`src/rtl/reset_sequencer.sv`:
```
// Reset sequencer: merges POR, watchdog, external and software resets into a held-off core reset and boot pulse.
// Optional boot watchdog under RSTSEQ_BOOT_TIMEOUT_EN re-enters reset when boot never reports done.
module reset_sequencer #(
    parameter int HOLD_CYCLES = 16
) (
    input  logic        i_clk,
    input  logic        i_rst,
    input  logic [1:0]  i_memAddr,
    input  logic [15:0] i_memDataIn,
    input  logic        i_memWrEn,
    output logic [15:0] o_memDataOut,
    input  logic        i_wdtReset,
    input  logic        i_extReset,
    input  logic        i_bootDone,
    output logic        o_sysRstn,
    output logic        o_bootStart
);

    localparam logic [1:0] ST_HOLD   = 2'd0;
    localparam logic [1:0] ST_BOOT   = 2'd1;
    localparam logic [1:0] ST_RUN    = 2'd2;
    localparam logic [7:0] HOLD_LOAD = 8'(HOLD_CYCLES);

    logic [1:0] state_q, state_d;
    logic [7:0] cnt_q, cnt_d;
    logic       sys_rstn_q, sys_rstn_d;
    logic       boot_start_q, boot_start_d;
    logic [4:0] cause_q, cause_d;
    logic [7:0] rst_cnt_q, rst_cnt_d;
    logic       sw_req;
    logic       tmo_evt;
    logic       any_evt;
    logic       wr_cause;
    logic       wr_rst_cnt;

    assign sw_req     = i_memWrEn && (i_memAddr == 2'b10) && (i_memDataIn == 16'h00A5);
    assign wr_cause   = i_memWrEn && (i_memAddr == 2'b00);
    assign wr_rst_cnt = i_memWrEn && (i_memAddr == 2'b01);

`ifdef RSTSEQ_BOOT_TIMEOUT_EN
    logic [15:0] tmo_q, tmo_d;

    // Counter holds BOOT cycles already elapsed; the 65535th BOOT cycle fires the event.
    assign tmo_evt = (state_q == ST_BOOT) && !i_bootDone && (tmo_q == 16'hFFFE);

    always_comb begin
        tmo_d = '0;
        if (state_q == ST_BOOT) begin
            tmo_d = tmo_q + 16'd1;
        end
    end

    always_ff @(posedge i_clk) begin
        if (i_rst) begin
            tmo_q <= '0;
        end else begin
            tmo_q <= tmo_d;
        end
    end
`else
    assign tmo_evt = 1'b0;
`endif

    assign any_evt = i_rst || i_wdtReset || i_extReset || sw_req || tmo_evt;

    always_comb begin
        state_d = state_q;
        cnt_d   = cnt_q;
        if (any_evt) begin
            state_d = ST_HOLD;
            cnt_d   = HOLD_LOAD;
        end else begin
            case (state_q)
                ST_HOLD: begin
                    cnt_d = cnt_q - 8'd1;
                    if (cnt_q == 8'd1) begin
                        state_d = ST_BOOT;
                    end
                end
                ST_BOOT: begin
                    if (i_bootDone) begin
                        state_d = ST_RUN;
                    end
                end
                ST_RUN: begin
                    state_d = ST_RUN;
                end
                default: begin
                    state_d = ST_HOLD;
                    cnt_d   = HOLD_LOAD;
                end
            endcase
        end
        sys_rstn_d   = (state_d != ST_HOLD);
        boot_start_d = (state_d == ST_BOOT) && (state_q != ST_BOOT);
    end

    // Clear is applied before set so a source active in the write cycle keeps its bit.
    always_comb begin
        cause_d = cause_q;
        if (wr_cause) begin
            cause_d = cause_q & ~i_memDataIn[4:0];
        end
        cause_d = cause_d | {tmo_evt, i_extReset, sw_req, i_wdtReset, 1'b0};
    end

    always_comb begin
        rst_cnt_d = rst_cnt_q;
        if (wr_rst_cnt) begin
            rst_cnt_d = '0;
        end
        if (any_evt && (state_q != ST_HOLD) && (rst_cnt_d != 8'hFF)) begin
            rst_cnt_d = rst_cnt_d + 8'd1;
        end
    end

    always_ff @(posedge i_clk) begin
        if (i_rst) begin
            state_q      <= ST_HOLD;
            cnt_q        <= HOLD_LOAD;
            sys_rstn_q   <= 1'b0;
            boot_start_q <= 1'b0;
            cause_q      <= 5'b00001;
            rst_cnt_q    <= '0;
        end else begin
            state_q      <= state_d;
            cnt_q        <= cnt_d;
            sys_rstn_q   <= sys_rstn_d;
            boot_start_q <= boot_start_d;
            cause_q      <= cause_d;
            rst_cnt_q    <= rst_cnt_d;
        end
    end

    always_comb begin
        o_memDataOut = 16'h0000;
        case (i_memAddr)
            2'b00:   o_memDataOut = {11'b0, cause_q};
            2'b01:   o_memDataOut = {8'b0, rst_cnt_q};
            default: o_memDataOut = 16'h0000;
        endcase
    end

    assign o_sysRstn   = sys_rstn_q;
    assign o_bootStart = boot_start_q;

endmodule

```
`config.mk`:
```
export PLATFORM = sky130hd
export DESIGN_NAME = reset_sequencer
export DESIGN_NICKNAME = d
export VERILOG_FILES = /design/src/rtl/reset_sequencer.sv
export SDC_FILE = /design/constraint.sdc
export NUM_CORES = 1
export LEC_CHECK = 0
export CORE_ASPECT_RATIO = 1.5
export CORE_MARGIN = 1.5
export CORE_UTILIZATION = 40
export DETAILED_ROUTE_END_ITERATION = 8
export GPL_TIMING_DRIVEN = 0
export PLACE_DENSITY = 0.68
export SETUP_SLACK_MARGIN = 0.1
export SLEW_MARGIN = 20
export SYNTH_ARGS = -nofsm -noshare
export SYNTH_HDL_FRONTEND = slang
export SYNTH_SLANG_ARGS = --single-unit
```
`constraint.sdc`:
```
create_clock -name i_clk -period 2.9 [get_ports i_clk]
set_clock_uncertainty 0.2 [all_clocks]
set_input_delay 0.58 -clock i_clk [delete_from_list [all_inputs] [get_ports i_clk]]
set_output_delay 0.58 -clock i_clk [all_outputs]
set_load 0.03 [all_outputs]
```
==> results of run 1 <==
-- layer usage --
metal,up-vias,global-route usage,wire length [µm]
met2,26,0.293,1690
met1,600,0.169,1320
met5,-,0,0
met3,8,0.0262,88
met4,0,0.0525,67
li1,699,-,-
-- cell usage in the layout, fill, tap and decap left out, types with 2 or more instances in the layout --
master and instances:
a21oi_1 11, and2_1 4, and2b_2 3, and3_1 2, buf_4 9, buf_6 4
clkbuf_8 6, clkdlybuf4s50_1 31, conb_1 8, dfxtp_1 25, ha_1 6, inv_1 7
mux2i_1 6, nand2_1 16, nand3_1 7, nand3_2 2, nand4_1 5, nor2_1 24
nor2b_1 4, nor3_1 6, nor3b_1 2, nor4_1 3, xnor2_1 3, xor2_1 2
-- sequential cells by signal (all words and copies together), names as in the netlist --
register and cells:
o_bootStart 1, rst_cnt_q 8, o_sysRstn 1, cause_q 5
state_q 2, cnt_q 8
-- power groups by stage --
stage	clock, mW	sequential (mW)	combinational [mW]
detailed placement	0	0.362	0.121
global route	0.229	0.355	0.132
floorplan	0	0.361	0.0770
finish	0.209	0.354	0.121
global placement	0	0.362	0.121
CTS	0.211	0.354	0.122
-- worst max-delay path by stage --
stage                             from                 endpoint  slack, ps
after floorplan           i_memAddr[1]  rst_cnt_q[3]$_SDFF_PP0_        360
after global placement       i_memWrEn  rst_cnt_q[3]$_SDFF_PP0_       -120
after detailed placement     i_memWrEn  rst_cnt_q[3]$_SDFF_PP0_       -150
after CTS                    i_memWrEn  rst_cnt_q[3]$_SDFF_PP0_        140
after global routing         i_memWrEn  rst_cnt_q[3]$_SDFF_PP0_        100
final                        i_memWrEn  rst_cnt_q[3]$_SDFF_PP0_        200
-- kinds of logic (layout without fill, tap and decap cells) --
group | count (synthesis) | in the layout | synth area share
simple gates | 93 | 93 | 0.347
xor+xnor | 5 | 5 | 0.0277
mux | 7 | 7 | 0.0475
buf+inv | 22 | 58 | 0.109
other cells | 1 | 8 | 0.00237
fa+ha+maj | 6 | 6 | 0.0475
compound gates | 22 | 22 | 0.103
flops | 25 | 25 | 0.316
-- critical path: cells and delay by family --
family | cells | cell delay [ps]
fa+ha+maj | 1 | 190
simple gates | 6 | 990
mux | 1 | 290
buf+inv | 2 | 600
-- through the flow --
stage                     setup TNS [ps]  instance area [µm²]
after floorplan                        0                 1610
after CTS                              0                 2020
final                                  0                 2040
after global placement              -213                 1970
after detailed placement            -258                 1970
after global routing                   0                 2040
-- repair_timing --
action	4_1_cts	5_1_grt
buffers inserted	0	1
gates resized for setup	0	2
setup endpoints to repair	0	2
hold buffers	0	0
-- layout make-up --
cell class	count	area [µm²]	share of cell area
Multi-Input combinational cell	141	946	0.465
Sequential cell	25	500	0.246
Timing Repair Buffer	32	318	0.156
Buffer	15	146	0.0719
Tap cell	43	53.8	0.0264
Clock buffer	4	45.0	0.0221
Inverter	7	26.3	0.0129
==> Flow_metrics.wiki, run 1 <==
{| class="wikitable"
! Metric !! Value
|-
| Post-route insts no fill || 267
|-
| Worst Max-Slew Pin Slew || 578 ps
|-
| Hold/Removal Path Class || reg2reg
|-
| Number of top-level pins || 42
|-
| Slew Viols, Final || 0
|-
| CP Cell Sequence || clkdlybuf4s50_1 -> nand3b_1 -> clkbuf_8 -> and2_1 -> ha_1 -> nand3_2 -> nor4b_4 -> nor2_2 -> nand4_2 -> mux2_4
|-
| Placed instance count || 262
|-
| Nature of the critical path endpoint || flip-flop
|-
| Diodes inserted || 0
|-
| Master of the slowest instance on the critical path || clkdlybuf4s50_1
|-
| Largest net degree at the start of global routing || 14
|-
| Run status || complete, no violations
|-
| Number of enable flip-flop cells after synthesis || 0
|-
| TritonCTS clock tree || built
|-
| Layout Nets || 255
|-
| Total GRT Usage || 0.157
|-
| Static leakage || 0.845 nW
|-
| Async set-reset flop share out of synthesis || 0
|-
| Average instance area after synthesis || 8.74 µm²
|-
| Most frequent cells after synthesis || dfxtp_1, nor2_1, nand2_1
|-
| Final critical delay including setup and external delays || 2700 ps
|-
| Ranking of synthesized cells by area || dfxtp_1, nor2_1, ha_1
|-
| Flop-to-flop setup slack || 820 ps
|-
| Average wire per cell in the routed design || 11.9 µm
|-
| Filler Cells Inserted || 338
|-
| Number of cell rows || 27
|-
| Placed wire-length estimate || 2520 µm
|-
| Final period util || 0.932
|-
| Post-Place Worst Slack || -145 ps
|-
| Required time worst endpoint || 2860 ps
|-
| Clock group share of total power || 0.305
|-
| Hold-critical path depth || 2
|-
| Most instantiated library cell after synthesis || dfxtp_1
|-
| Die span in y || 80.0 µm
|-
| Maximum fanout along the worst path || 10
|-
| Antenna violations before repair || 0
|-
| CTS Buf Count || 3
|-
| Maximum ir drop on the vdd rail || 0.000276 V
|-
| Fin worst setup slack || 197 ps
|-
| Count of routing violations after the opening detailed-route iteration || 24
|-
| Startpoint of the worst register-to-register path || state_q[0]$_SDFF_PP0_
|-
| Combinational share of power || 0.177
|-
| RePlAce Congestion || 0.711
|-
| Routed Antenna Nets || 0
|-
| Unrepaired setup endpoints after global routing || no
|-
| Number of port buffers || 31
|-
| Sw Pwr || 0.172 mW
|-
| Overall overflow remaining after global route || 0
|-
| Cell at the root of the clock tree || clkbuf_8
|-
| Skew-Pair Late Insertion Delay || 270 ps
|-
| Unique cell type count in the Yosys netlist || 49
|-
| DIE AREA || 0.00435 mm²
|-
| Total number of vias || 1333
|-
| Detailed-route DRC error count || 0
|-
| Total core area || 0.00372 mm²
|-
| Capturing point of the worst reg2reg path || cnt_q[5]$_SDFFE_PP0N_
|-
| Fraction of power spent switching nets || 0.252
|-
| Yosys warning count || 0
|-
| H-Tree Level Count || 1
|-
| Area delta synth->final || 28.7%
|-
| Critical setup path kind || in2reg
|-
| Cell type with the highest aggregate area in the netlist || dfxtp_1
|-
| Worst-case reg-to-reg path depth || 6
|-
| Type of element launching the critical path || input port
|-
| Fin. Hold Viols || 0
|-
| Global-route wire length before repair || 5190 µm
|-
| Final Hold Slack || 245 ps
|-
| Vias per inst || 4.99
|-
| DRT Wirelength || 3170 µm
|-
| Internal power consumption || 0.511 mW
|-
| Overall die width || 54.3 µm
|-
| Number of global-route vias before repair || 1225
|-
| Effective utilization at floorplan || 0.426
|-
| Combined area of all synthesized cells || 0.00158 mm²
|-
| Max Fclk || 370 MHz
|-
| #FFs+latches synth || 25
|-
| Top cell type's share of synthesized area || 0.316
|-
| Overall power || 0.684 mW
|-
| PwrDens || 336 mW/mm²
|-
| Endpoints failing setup || 0
|-
| Layout cells sized above 1 || 0.192
|-
| Hold path startpoint || cause_q[4]$_SDFFE_PP0P_
|-
| Critical path arrival || 2670 ps
|-
| Register area share after synthesis || 0.316
|-
| Number of max-cap violations || 0
|-
| Fraction of the core area covered by cells at the end of the flow || 0.548
|-
| Number of buffers on the longest clock path || 2
|-
| Max transition margin || 0.611
|-
| Number of clock sinks || 25
|-
| Sequential Power Share || 0.518
|-
| Post-Syn Instances || 181
|-
| Maximum cell stage delay along the critical path || 430 ps
|-
| Endpoint, Worst Hold || cause_q[4]$_SDFFE_PP0P_
|-
| Clock-pin slew on the worst setup and hold paths || 90 ps
|-
| Most used flip-flop cell after synthesis || dfxtp_1
|-
| Pre-Repair DR Iteration Count || 4
|}
Power figures use the tool's default switching activity.
==> run 2, diff against run 1 <==
HOLD_SLACK_MARGIN = 0.02   (was not set)
==> results of run 2 <==
Same layout as run 1: the final DEF is identical, and so are final timing and power.
==> run 3, diff against run 2 <==
SKIP_LAST_GASP = 1   (was not set)
==> results of run 3 <==
Same layout as run 1: the final DEF is identical, and so are final timing and power.
